File: src/rtl/dmi_req_sync_if.sv
// Event handshake bundle of dmi_req_sync: the synchronizer offers one
// channel event at a time (master side) and the consumer accepts it.
interface dmi_req_sync_if #(
  parameter int CH_W   = 1,
  parameter int DATA_W = 32
);
  logic              ev_valid_o;
  logic              ev_ready_i;
  logic [CH_W-1:0]   ev_ch_o;
  logic [DATA_W-1:0] ev_data_o;

  modport master (output ev_valid_o, ev_ch_o, ev_data_o, input ev_ready_i);
  modport slave  (input ev_valid_o, ev_ch_o, ev_data_o, output ev_ready_i);
endinterface

File: src/rtl/dmi_req_sync.sv
// Multi-channel asynchronous request synchronizer with edge detect, pending
// bits, sticky overflow and a valid/ready event port. Payload capture is
// built only when DMI_SYNC_DATA_CAPTURE_EN is defined.
//
// state | meaning
// IDLE  | nothing offered; latch lowest pending channel when any is pending
// OFFER | event for sel_q offered until ev_ready_i
module dmi_req_sync #(
  parameter int NUM_CH      = 2,
  parameter int SYNC_STAGES = 2,
  parameter int DATA_W      = 32,
  parameter int EDGE_MODE   = 0
) (
  input  logic              clk_i,
  input  logic              rst_ni,
  input  logic [NUM_CH-1:0] req_i,
  input  logic [DATA_W-1:0] data_i,
  dmi_req_sync_if.master    ev,
  output logic [NUM_CH-1:0] pend_o,
  output logic [NUM_CH-1:0] ovf_o,
  input  logic              ovf_clr_i
);
  localparam int CH_W = (NUM_CH > 1) ? $clog2(NUM_CH) : 1;

  if (NUM_CH < 1 || NUM_CH > 16) begin : g_err_num_ch
    $error("dmi_req_sync: NUM_CH must be in 1..16");
  end
  if (SYNC_STAGES < 2 || SYNC_STAGES > 4) begin : g_err_sync
    $error("dmi_req_sync: SYNC_STAGES must be in 2..4");
  end
  if (DATA_W < 1 || DATA_W > 64) begin : g_err_data_w
    $error("dmi_req_sync: DATA_W must be in 1..64");
  end
  if (EDGE_MODE < 0 || EDGE_MODE > 2) begin : g_err_edge
    $error("dmi_req_sync: EDGE_MODE must be 0, 1 or 2");
  end

  typedef enum logic {IDLE = 1'b0, OFFER = 1'b1} state_t;

  state_t            state_q, state_d;
  logic [CH_W-1:0]   sel_q, sel_d, low_idx;
  logic [NUM_CH-1:0] sync_q [SYNC_STAGES];
  logic [NUM_CH-1:0] hist_q;
  logic [NUM_CH-1:0] edge_det;
  logic [NUM_CH-1:0] pend_q, pend_d;
  logic [NUM_CH-1:0] ovf_q, ovf_d, ovf_set;
  logic [NUM_CH-1:0] clr_vec;

  always_ff @(posedge clk_i or negedge rst_ni) begin
    if (!rst_ni) begin
      for (int i = 0; i < SYNC_STAGES; i++) sync_q[i] <= '0;
      hist_q <= '0;
    end else begin
      sync_q[0] <= req_i;
      for (int i = 1; i < SYNC_STAGES; i++) sync_q[i] <= sync_q[i-1];
      hist_q <= sync_q[SYNC_STAGES-1];
    end
  end

  always_comb begin
    edge_det = '0;
    case (EDGE_MODE)
      0:       edge_det = sync_q[SYNC_STAGES-1] & ~hist_q;
      1:       edge_det = ~sync_q[SYNC_STAGES-1] & hist_q;
      default: edge_det = sync_q[SYNC_STAGES-1] ^ hist_q;
    endcase
  end

  always_comb begin
    low_idx = '0;
    for (int i = NUM_CH - 1; i >= 0; i--) begin
      if (pend_q[i]) low_idx = CH_W'(i);
    end
  end

  always_comb begin
    state_d = state_q;
    sel_d   = sel_q;
    clr_vec = '0;
    case (state_q)
      IDLE: begin
        if (|pend_q) begin
          sel_d   = low_idx;
          state_d = OFFER;
        end
      end
      OFFER: begin
        if (ev.ev_ready_i) begin
          clr_vec = NUM_CH'(1) << sel_q;
          state_d = IDLE;
        end
      end
      default: state_d = IDLE;
    endcase
  end

  // An edge on a channel being acknowledged this cycle re-arms it instead of overflowing.
  always_comb begin
    ovf_set = edge_det & pend_q & ~clr_vec;
    pend_d  = (pend_q & ~clr_vec) | edge_det;
    ovf_d   = (ovf_clr_i ? '0 : ovf_q) | ovf_set;
  end

  always_ff @(posedge clk_i or negedge rst_ni) begin
    if (!rst_ni) begin
      state_q <= IDLE;
      sel_q   <= '0;
      pend_q  <= '0;
      ovf_q   <= '0;
    end else begin
      state_q <= state_d;
      sel_q   <= sel_d;
      pend_q  <= pend_d;
      ovf_q   <= ovf_d;
    end
  end

  assign ev.ev_valid_o = (state_q == OFFER);
  assign ev.ev_ch_o    = (state_q == OFFER) ? sel_q : '0;
  assign pend_o        = pend_q;
  assign ovf_o         = ovf_q;

`ifdef DMI_SYNC_DATA_CAPTURE_EN
  logic [DATA_W-1:0] data_q [NUM_CH];
  logic [NUM_CH-1:0] load_vec;

  assign load_vec = edge_det & ~ovf_set;

  always_ff @(posedge clk_i or negedge rst_ni) begin
    if (!rst_ni) begin
      for (int c = 0; c < NUM_CH; c++) data_q[c] <= '0;
    end else begin
      for (int c = 0; c < NUM_CH; c++) begin
        if (load_vec[c]) data_q[c] <= data_i;
      end
    end
  end

  assign ev.ev_data_o = (state_q == OFFER) ? data_q[sel_q] : '0;
`else
  logic unused_data;
  assign unused_data  = ^data_i;
  assign ev.ev_data_o = '0;
`endif
endmodule
File: src/flat_wrapper.sv
// flat-port wrapper written by rule: the top's interface ports become plain ports
module dmi_req_sync_flat 
#(
  parameter int NUM_CH      = 2,
  parameter int SYNC_STAGES = 2,
  parameter int DATA_W      = 32,
  parameter int EDGE_MODE   = 0
)
  (clk_i, rst_ni, req_i, data_i, pend_o, ovf_o, ovf_clr_i, ev_ev_valid_o, ev_ev_ch_o, ev_ev_data_o, ev_ev_ready_i);
  dmi_req_sync_if #(.DATA_W(DATA_W)) ev_i ();
  input  logic clk_i;
  input  logic rst_ni;
  input  logic [NUM_CH-1:0] req_i;
  input  logic [DATA_W-1:0] data_i;
  output logic [NUM_CH-1:0] pend_o;
  output logic [NUM_CH-1:0] ovf_o;
  input  logic ovf_clr_i;
  output wire logic [$bits(ev_i.ev_valid_o)-1:0] ev_ev_valid_o;
  output wire logic [$bits(ev_i.ev_ch_o)-1:0] ev_ev_ch_o;
  output wire logic [$bits(ev_i.ev_data_o)-1:0] ev_ev_data_o;
  input wire logic [$bits(ev_i.ev_ready_i)-1:0] ev_ev_ready_i;
  assign ev_ev_valid_o = ev_i.ev_valid_o;
  assign ev_ev_ch_o = ev_i.ev_ch_o;
  assign ev_ev_data_o = ev_i.ev_data_o;
  assign ev_i.ev_ready_i = ev_ev_ready_i;
  dmi_req_sync #(.NUM_CH(NUM_CH), .SYNC_STAGES(SYNC_STAGES), .DATA_W(DATA_W), .EDGE_MODE(EDGE_MODE)) u_core (.clk_i(clk_i), .rst_ni(rst_ni), .req_i(req_i), .data_i(data_i), .ev(ev_i), .pend_o(pend_o), .ovf_o(ovf_o), .ovf_clr_i(ovf_clr_i));
endmodule
File: config.mk
export PLATFORM = sky130hd
export DESIGN_NAME = dmi_req_sync_flat
export DESIGN_NICKNAME = d
export VERILOG_FILES = /design/src/rtl/dmi_req_sync_if.sv /design/src/rtl/dmi_req_sync.sv /design/src/flat_wrapper.sv
export SDC_FILE = /design/constraint.sdc
export NUM_CORES = 1
export LEC_CHECK = 0
export ABC_AREA = 0
export BUFFER_PORTS_ARGS = -buffer_cell sky130_fd_sc_hd__buf_4
export CAP_MARGIN = 20
export CORE_MARGIN = 8
export CORE_UTILIZATION = 32
export CTS_BUF_LIST = sky130_fd_sc_hd__clkbuf_16
export CTS_CLUSTER_DIAMETER = 120
export DETAILED_ROUTE_END_ITERATION = 8
export PLACE_DENSITY_LB_ADDON = 0.12
export SLEW_MARGIN = 25
export SYNTH_ARGS = -nofsm -noshare
export SYNTH_HDL_FRONTEND = slang
export SYNTH_SLANG_ARGS = --single-unit
export TNS_END_PERCENT = 1
File: constraint.sdc
create_clock -name clk_i -period 1.06 [get_ports clk_i]
set_input_delay 0.106 -clock clk_i [delete_from_list [all_inputs] [get_ports clk_i]]
set_output_delay 0.106 -clock clk_i [all_outputs]
set_load 0.01 [all_outputs]
Word-level counts from Yosys, hierarchy flattened
Cells that the tools add are included.

word-level totals
  bits in registers = 12
  input bits = 38
  logic and storage cells = 28

cells by class
  shifts and indexed selects = 1
  multiplexer cells = 9
  bitwise operators = 9
  reduce and logical (&&, ||, !) cells = 2

operator list
  kind                                              number
  AND 2 bit                                         4
  two-way mux 2 bit                                 3
  two-way mux 1 bit                                 5
  NOT 2 bit                                         2
  bitwise OR 2 bit                                  2
  case mux 1 bit (2 select lines)                   1
  AND reduction 2 bit                               1
  OR reduction 2 bit                                1
  << shifter 1 x 1 -> 2 bit (first input constant)  1
  NOT 1 bit                                         1

Depth between registers and ports, before layout
Gate-level depths: netlist of the first run.

  depth after elaboration = 6
  depth in mapped cells = 2
  depth with buffers taken out = 2

Worst setup path after synthesis of the first run
OpenSTA, ideal clock, no wires.

  kind = register to register
  from = reg u_core.state_q (netlist: u_core.ev.ev_valid_o)
  to = reg u_core.ovf_q[1] (netlist: u_core.ovf_o[1])
  arrival time = 0.835 ns
  setup slack = 0.122 ns
  cell stages (with the launch flop) = 3
  cells stage by stage = dfrtp_1 > and3_1 > o41ai_2

between the ends
  word-level cells in the longest chain between the ends = 4

ends and longest elaborated chain
  element                 line                 text
  start, declared         dmi_req_sync.sv:40   state_t state_q, state_d;
  start signal, assigned  dmi_req_sync.sv:111  state_q <= state_d;
  two-way mux 2 bit       dmi_req_sync.sv:80   case (state_q)
  NOT 2 bit               dmi_req_sync.sv:99   ovf_set = edge_det & pend_q & ~clr_vec;
  AND 2 bit               dmi_req_sync.sv:99
  bitwise OR 2 bit        dmi_req_sync.sv:101  ovf_d = (ovf_clr_i ? '0 : ovf_q) | ovf_set;
  via u_core.ovf_d[1]     dmi_req_sync.sv:46   logic [NUM_CH-1:0] ovf_q, ovf_d, ovf_set;
  end signal, assigned    dmi_req_sync.sv:114  ovf_q <= ovf_d;
  end, declared           dmi_req_sync.sv:46

The timed path passes the listed nets, and every way through them passes these cells.
A chain may end at the register's enable or synchronous reset.

Worst setup path in the final report of the first run
  from = reg u_core.state_q (netlist: u_core.ev.ev_valid_o)
  to = out ev_ev_ch_o

between the ends
  word-level cells in the longest chain between the ends = 1

ends and longest elaborated chain
  element            line                 text
  two-way mux 1 bit  dmi_req_sync.sv:119  assign ev.ev_ch_o = (state_q == OFFER) ? sel_q : '0;
  end, declared      flat_wrapper.sv:19   output wire logic [$bits(ev_i.ev_ch_o)-1:0] ev_ev_ch_o;

No other way between the ends.

==> run metrics, run 1 <==
Post-synth EDFFs=0; Mapped Cells=62; switching share of power=0.2614; status=completed; buffer levels on the longest clock path=2; routed vias/inst=3.495; clock-pin transition on the worst setup and hold timing paths=40 ps; Hold Crit Start=ev_ev_ready_i; Ys Warns=0; final net count=120; Core ar.=1962 um2; Post-Synth XOR/XNOR Area=0; synthesis-to-layout area growth=17.55%; number of distinct library cells after synthesis=14; Boundary Pins=76; Post-Syn Area per Cell=10.70 um2; final hold vios=0; Initial Util=0.3380; Critical Path Fanout Max=5; setup TNS=0 ps; Cell Area, Synth=663.1 um2; WL per Instance=10.78 um; Psw=444.4 uW; adder-cell share of the synthesized area=0; setup violation total in the final timing report=0; synth top area cells=dfrtp_1, buf_4, o41ai_2, inv_1, nand2b_1; clk_skew=0.2948 ps; Initial DRT Pass Iterations=1; initial antenna violation count=0; most frequent cell after synthesis=buf_4; Port Buffers=11; Residual DRC=0; Worst R2R End=u_core.ovf_o[1]$_DFF_PN0_; WHS Path Cells=2; first-pass GRT wire length=1683 um; r2r setup slk=120 ps; initial DRC count=0; Worst EP arrival=920 ps; Final ANT Viol Nets=0; combinational share of power=0.254; Synth Area in Compound Gates=0.08868; Seq pwr share=0.360; htree depth=1; post-route minimum period=1027 ps; vias in the first global route=385; Primary FF master, synth=dfrtp_1; fmax=0.9740 GHz; Final Util=0.3973; Tcrit/Tclk final=0.9685; Pwr per Cell Area=2181 nW/um2; Num CTS Buffers=3; Yosys top cell by area=dfrtp_1; cells on worst reg2reg path=2; Total Routed Length=1153 um; FP Rows=16; final non-filler cell total=107; CP endpoint kind=primary output; root buf cell=clkbuf_16; # fillers=201; Die W=61.52 um; die height=61.52 um; GRT Total Usage=0.06062; register area share after synthesis=0.4528; total gr overflow=0; largest family of logic cells by synthesized area=buffers and inverters; Post-synth ARST share=1.000; Clock Power Share=0.386; most instantiated cells after synthesis=buf_4, dfrtp_1, inv_1; worst hold margin=53.65 ps; area of the die=3785 um2; unrepaired setup endpoints after global routing=false; setup ws final=33.35 ps; Post-Synth Simple-Gate Area=0.06792; LEAKAGE=0.0004239 uW; Hold Crit Class=primary input to register; critical path required time=950 ps; DR vias=374; top-area cell type share of the netlist area=0.4528; max-slew violations=0; internal power=1256 uW; VDD IR-drop max=0.8608 mV; placed cells=99; Skew-Pair Late Insertion Delay=230 ps; DP HPWL=907.5 um; worst hold endpoint=u_core.ev.ev_valid_o$_DFF_PN0_; GPL Wtd Cong=0.6225; layout cells sized above 1=0.2500; number of antenna diodes=0; #FFs+latches synth=12; mux cell area share after synthesis=0; Critical Path Source Type=register; clock sink total=12; pre-CTS setup slack=62.20 ps; CTS tree=yes; worst r2r src=u_core.ev.ev_valid_o$_DFF_PN0_; MaxCap Viol Count=0; Crit Path Class=register to primary output; largest net degree at the start of global routing=13
==> cell usage in the layout, fill, tap and decap left out, drive strengths merged <==
| master | instances |
|---|---|
| nand2b | 2 |
| dlygate4sd3 | 3 |
| and3 | 1 |
| buf | 13 |
| and3b | 1 |
| and2 | 1 |
| o41ai | 2 |
| conb | 32 |
| nor2b | 1 |
| inv | 4 |
| clkbuf | 3 |
| dfrtp | 12 |
| a21oi | 1 |
| o22ai | 2 |
| nor3 | 1 |
| o22a | 1 |
==> cell type report <==
type / instances / area [um2] / area share
flip-flops and latches: 12 / 301.5 / 0.3868
multi-input cells: 45 / 226.5 / 0.2905
repair buffers: 16 / 127.6 / 0.1637
clock buffers: 3 / 75.07 / 0.09631
well taps: 27 / 33.78 / 0.04334
inverters: 4 / 15.01 / 0.01926
==> cell families (layout without fill, tap and decap cells) <==
logic type	after synthesis	in the layout
buffers and inverters	36	23
AOI/OAI and AO/OA	6	6
DFF	12	12
and+or+nand+nor	7	7
other	1	32
==> metal layers <==
metal  vias to the layer above  GRT usage  wire (um)
li1                        170          -          -
met1                       176    0.06498        407
met2                        28    0.09306        520
met3                         0    0.03549        224
met4                         0    0.02922          0
met5                         -          0          0
==> power by group through the flow <==
stage / Combinational, uW / Clock (uW) / Sequential (uW)
after floorplan: 275 / 0 / 631
after global placement: 366 / 0 / 619
after detailed placement: 366 / 0 / 620
after CTS: 406 / 681 / 613
after global routing: 477 / 697 / 630
final: 433 / 655 / 612
==> worst max-delay path by stage <==
stage / startpoint / to / slack, ps / depth (start not counted)
detailed placement: u_core.ev.ev_valid_o$_DFF_PN0_ / u_core.ovf_o[1]$_DFF_PN0_ / 60 / 2
finish: u_core.ev.ev_valid_o$_DFF_PN0_ / ev_ev_ch_o / 30 / 2
global route: u_core.sel_q$_DFFE_PN0P_ / ev_ev_ch_o / 7 / 2
global placement: u_core.ev.ev_valid_o$_DFF_PN0_ / u_core.ovf_o[1]$_DFF_PN0_ / 60 / 2
floorplan: u_core.ev.ev_valid_o$_DFF_PN0_ / u_core.ovf_o[1]$_DFF_PN0_ / 120 / 2
CTS: u_core.ev.ev_valid_o$_DFF_PN0_ / ev_ev_ch_o / 5 / 2
==> sequential cells by signal, summed over array words and instances, names as in the netlist <==
signal                count
u_core.pend_o             2
u_core.ev.ev_valid_o      1
u_core.sel_q              1
u_core.hist_q             2
u_core.sync_q             4
u_core.ovf_o              2
==> what timing repair did <==
action,CTS,global route
resized for setup,2,0
pin swaps,0,1
setup buffers,1,1
endpoints found under the setup margin,1,1
hold endpoints to repair,14,0
hold buffers,3,0
==> through the flow <==
step           area [um2]  total power [uW]
2_1_floorplan       779.5             905.8
4_1_cts             772.0              1700
3_3_place_gp        655.6             984.4
3_5_place_dp        655.6             986.7
5_1_grt             779.5              1804
6_report            779.5              1700
==> worst max-delay path, stage by stage (launching register included) <==
cell     delay [ps]
dfrtp_2         420
and2_4          140
buf_4           130
No activity file was read; power rests on OpenSTA's default activity.
==> inputs of run 2 (changes only) <==
- CORE_ASPECT_RATIO: default -> 1.4
==> run metrics, run 2 (synthesis gave the netlist of run 1 again) <==
Total Routed Length=1112 um (-3.6%); max reg flops=4 (unchanged); Worst EP arrival=920 ps (about the same); CP Buf/Inv Count=1 (unchanged); met2 wire len=491 um (-5.6%); Hold Crit Class=primary input to register; critical path required time=950 ps (about the same); Seq pwr share=0.351 (-0.009); total gr overflow=0 (unchanged); switching share of power=0.2669 (+0.005533); Multi-input gate area=226.5 um2 (unchanged); combinational share of power=0.257 (+0.003); max-slew violations=0 (unchanged); LEAKAGE=0.0004368 uW (+3.1%); setup TNS=0 ps (unchanged); Crit Path Class=register to primary output; cells on worst reg2reg path=4 (+2); Residual DRC=0 (unchanged); number of antenna diodes=0 (unchanged); fmax=0.9735 GHz (about the same); die height=69.86 um (+14%); layout cells sized above 1=0.2651 (+0.01506); delay-heaviest family, CP=flip-flops; CP endpoint kind=primary output; Die W=54.48 um (-11%); Clock Power Share=0.393 (+0.007); Boundary Pins=76 (unchanged); Port Buffers=11 (unchanged); area of the die=3806 um2 (+0.55%); internal power=1280 uW (+1.9%); initial DRC count=7 (+7); largest net degree at the start of global routing=13 (unchanged); Critical Path Fanout Max=6 (+1); CP cell instances=and2_4, buf_6; clk_skew=4.921 ps (+4.626 ps); Initial Util=0.3361 (-0.001929); CTS tree=yes; critical path's largest stage delay=430 ps (about the same); Skew-Pair Late Insertion Delay=240 ps (about the same); Critical Path Source Type=register; final net count=122 (+1.7%); post-route minimum period=1027 ps (+0.5858 ps); # fillers=202 (+0.50%); Final ANT Viol Nets=0 (unchanged); pre-CTS setup slack=100.6 ps (+38.37 ps); clock-pin transition on the worst setup and hold timing paths=40 ps (about the same); MaxCap Viol Count=0 (unchanged); DR vias=377 (+0.80%); GPL Wtd Cong=0.6187 (-0.61%); met3 wire len=198 um (-12%); Hold Crit Start=ev_ev_ready_i; clock sink total=12 (unchanged); worst hold margin=45.93 ps (-7.716 ps); Sequential cell area=301.5 um2 (unchanged); DP HPWL=874.3 um (-3.7%); Top Layer Used=met4; first-pass GRT wire length=1614 um (-4.1%); Initial DRT Pass Iterations=4 (+3); worst r2r src=u_core.ev.ev_valid_o$_DFF_PN0_; status=completed; unrepaired setup endpoints after global routing=true; VDD IR-drop max=1.294 mV (+50%); setup ws final=32.76 ps (-0.5858 ps); r2r setup slk=30 ps (-90 ps); slowest stage cell, crit path=dfrtp_2; buffer levels on the longest clock path=2 (unchanged); root buf cell=clkbuf_16; WL per Instance=10.69 um (-0.77%); FP Rows=19 (+3); GRT Total Usage=0.05887 (-0.001748); htree depth=1 (unchanged); routed vias/inst=3.625 (+3.7%); WHS Path Cells=2 (unchanged); Psw=465.9 uW (+4.8%); met1 WL=389 um (-4.4%); Tcrit/Tclk final=0.9691 (about the same); final hold vios=0 (unchanged); Core ar.=1973 um2 (+0.57%); Num CTS Buffers=3 (unchanged); synthesis-to-layout area growth=20.38%; commonest non-fill, non-tap cell in the layout=conb_1; setup violation total in the final timing report=0 (unchanged); initial antenna violation count=0 (unchanged); worst hold endpoint=u_core.ev.ev_valid_o$_DFF_PN0_; Worst R2R End=u_core.ev.ev_valid_o$_DFF_PN0_; most frequent cells in the layout=conb_1, buf_4, dfrtp_1, inv_1; Largest Register=u_core.sync_q; Pwr per Cell Area=2187 nW/um2 (+0.25%); vias in the first global route=385 (unchanged)
-- run 2: changes by cell type in the layout (fill, tap and decap cells not counted) --
cell	previous run	this run
buf_6	0	2
clkinv_1	0	1
-- run 2: how the worst max path moves through the flow --
stage | start | endpoint | slack [ps] | cells past startpoint
after floorplan | u_core.ev.ev_valid_o$_DFF_PN0_ | u_core.ovf_o[1]$_DFF_PN0_ | 120 | 2
after global placement | u_core.ev.ev_valid_o$_DFF_PN0_ | u_core.ovf_o[1]$_DFF_PN0_ | 70 | 2
after detailed placement | u_core.ev.ev_valid_o$_DFF_PN0_ | u_core.ovf_o[1]$_DFF_PN0_ | 100 | 2
after CTS | u_core.ev.ev_valid_o$_DFF_PN0_ | ev_ev_ch_o | 10 | 2
after global routing | u_core.ev.ev_valid_o$_DFF_PN0_ | ev_ev_ch_o | -3 | 2
final | u_core.ev.ev_valid_o$_DFF_PN0_ | ev_ev_ch_o | 30 | 2
-- run 2: through the flow --
stage / area (um2) / utilization / power, uW / std cells
CTS: 780.7 / 0.3957 / 1725 / 103
finish: 798.3 / 0.4046 / 1746 / 104
global placement: 648.1 / 0.3285 / 985.4 / 93
floorplan: 779.5 / - / 905.8 / 93
detailed placement: 648.1 / 0.3285 / 983.2 / 93
global route: 798.3 / 0.4046 / 1849 / 104
-- run 2: repair_timing --
item | in CTS | in global routing
hold endpoints to repair | 14 | 0
buffers inserted | 3 | 1
pin swaps | 1 | 0
cloned | 0 | 0
hold buffers | 3 | 0
resized for setup | 1 | 3
setup endpoints to repair | 1 | 1
-- run 2: worst register-to-register path, stage by stage, from the launching register on --
cell and delay, ps:
dfrtp_2 430, buf_4 140, buf_4 120, nor3_1 160, a21oi_1 60
-- run 2: area by class of cell --
cell class / count / share of cell area
clock buffer: 3 / 0.09404
clock inverter: 1 / 0.004702
inverter: 4 / 0.01881
multi-input combinational: 45 / 0.2837
sequential: 12 / 0.3777
tap: 21 / 0.03292
timing repair buffer: 18 / 0.1881
-- run 2: routing by layer --
layer	up-vias	global-route usage
met5	-	0
met4	0	0.04945
met3	4	0.04025
met2	27	0.08312
met1	171	0.05486
li1	175	-
-- run 2: power by group through the flow --
stage               Combinational (uW)  Clock (uW)  Sequential [uW]
floorplan                          275           0              631
global placement                   366           0              620
detailed placement                 365           0              619
CTS                                411         704              609
global route                       493         731              624
finish                             448         685              612
==> inputs of run 3 (changes only) <==
- SETUP_SLACK_MARGIN: default -> 0.15
==> run metrics, run 3 (synthesis gave the netlist of run 1 again) <==
synthesis-to-layout area growth=19.06%; fmax=0.9745 GHz (+0.11%); initial DRC count=16 (+9); area of the die=3806 um2 (unchanged); die height=69.86 um (unchanged); GRT busiest layer=met2; VDD IR-drop max=1.117 mV (-14%); Finished Cell Area=789.5 um2 (-1.1%); unrepaired setup endpoints after global routing=true; clock sink total=12 (unchanged); layout cells sized above 1=0.2716 (+0.006545); max-slew violations=0 (unchanged); LEAKAGE=0.0004277 uW (-2.1%); final hold vios=0 (unchanged); met2 usage=0.09207 (+0.008951); Critical Path Source Type=register; vias in the first global route=400 (+3.9%); DP HPWL=886.2 um (+1.4%); Tot Pwr=1733 uW (-0.71%); Largest Register=u_core.sync_q; FP Rows=19 (unchanged); Pwr per Cell Area=2195 nW/um2 (+0.39%); Tcrit/Tclk final=0.9680 (-0.001054); largest net degree at the start of global routing=13 (unchanged); worst hold margin=51.46 ps (+5.523 ps); total gr overflow=0 (unchanged); setup TNS=0 ps (unchanged); initial antenna violation count=0 (unchanged); Critical Path Fanout Max=6 (unchanged); MaxCap Viol Count=0 (unchanged); met3 Usage GRT=0.04025 (unchanged); Initial Util=0.3361 (unchanged); final net count=120 (-1.6%); Die W=54.48 um (unchanged); Total Routed Length=1106 um (-0.54%); number of antenna diodes=0 (unchanged); Crit Path Class=register to primary output; Core ar.=1973 um2 (unchanged); Num CTS Buffers=3 (unchanged); buffer levels on the longest clock path=2 (unchanged); worst r2r src=u_core.ev.ev_valid_o$_DFF_PN0_; crit path launch=u_core.ev.ev_valid_o$_DFF_PN0_; Psw=464.1 uW (-0.38%); setup ws final=33.88 ps (+1.117 ps); CP endpoint kind=primary output; commonest non-fill, non-tap cell in the layout=conb_1; Residual DRC=0 (unchanged); GR Layer Usage met1=0.05250 (-0.002363); switching share of power=0.2678 (+0.0008933); Worst R2R End=u_core.ovf_o[1]$_DFF_PN0_; GRT Total Usage=0.05851 (-0.0003560); htree depth=1 (unchanged); Boundary Pins=76 (unchanged); most frequent cells in the layout=conb_1, buf_4, dfrtp_1, inv_1; critical path required time=950 ps (about the same); Seq pwr share=0.358 (+0.007); Initial DRT Pass Iterations=4 (unchanged); routed vias/inst=3.716 (+2.5%); CTS tree=yes; root buf cell=clkbuf_16; first-pass GRT wire length=1669 um (+3.4%); Worst EP arrival=920 ps (about the same); clock-pin transition on the worst setup and hold timing paths=40 ps (about the same); post-route minimum period=1026 ps (-1.117 ps); cells on worst reg2reg path=2 (-2); Skew-Pair Late Insertion Delay=240 ps (about the same); pre-CTS setup slack=116.0 ps (+15.43 ps); setup violation total in the final timing report=0 (unchanged); Clock Power Share=0.393 (about the same); GPL Wtd Cong=0.6137 (-0.81%); r2r setup slk=100 ps (+70 ps); clk_skew=3.241 ps (-1.679 ps); status=completed; DP Area=649.4 um2 (+0.19%); internal power=1269 uW (-0.83%); Final ANT Viol Nets=0 (unchanged); max reg flops=4 (unchanged); CP endpoint=ev_ev_ch_o; Port Buffers=11 (unchanged); combinational share of power=0.249 (-0.008); Hold Crit Class=primary input to register; WL per Instance=10.84 um (+1.4%); DR vias=379 (+0.53%)
-- run 3: cell count changes in the layout (fill, tap and decap cells not counted) --
cell / change
and3b_1: -1
and3b_2: +1
buf_4: -2
nor3_1: -1
nor3_2: +1
-- run 3: per-stage QoR --
stage / cells / util
after global routing: 102 / 0.4001
after CTS: 102 / 0.3951
final: 102 / 0.4001
after global placement: 93 / 0.3291
after floorplan: 93 / -
after detailed placement: 93 / 0.3291
-- run 3: layout make-up --
type                       instances  area, um2
tap                               21      26.28
timing repair buffer              16      135.1
sequential                        12      301.5
fill                             206       1184
inverter                           4      15.01
clock buffer                       3      75.07
clock inverter                     1      3.754
multi-input combinational         45      232.7
-- run 3: critical path: stages (launching register included) --
cell,delay (ps)
dfrtp_2,430
and2_4,150
buf_6,110
-- run 3: worst min-delay path by stage --
stage                              from                             end  depth (start not counted)
after detailed placement         rst_ni       u_core.ovf_o[0]$_DFF_PN0_                          1
final                     ev_ev_ready_i  u_core.ev.ev_valid_o$_DFF_PN0_                          2
after CTS                 ev_ev_ready_i  u_core.ev.ev_valid_o$_DFF_PN0_                          2
after global placement           rst_ni      u_core.hist_q[0]$_DFF_PN0_                          1
after floorplan                  rst_ni  u_core.ev.ev_valid_o$_DFF_PN0_                          0
after global routing      ev_ev_ready_i  u_core.ev.ev_valid_o$_DFF_PN0_                          2
-- run 3: timing repair --
item                                    CTS  global route
setup buffers                             2             0
pin swaps                                 1             2
hold endpoints to repair                 14             0
gates cloned                              0             0
hold buffers                              3             0
endpoints found under the setup margin    4             7
resized for setup                         2             3
-- run 3: power groups by stage --
stage / Clock, uW / Combinational [uW] / Sequential [uW]
global route: 729 / 472 / 632
global placement: 0 / 365 / 621
CTS: 702 / 422 / 614
detailed placement: 0 / 362 / 622
finish: 681 / 432 / 620
floorplan: 0 / 275 / 632
-- run 3: metal layers --
metal | wire length (um) | share of wire
met5 | 0 | 0
met4 | 21 | 0.019
met3 | 213 | 0.19
met2 | 530 | 0.48
met1 | 340 | 0.31
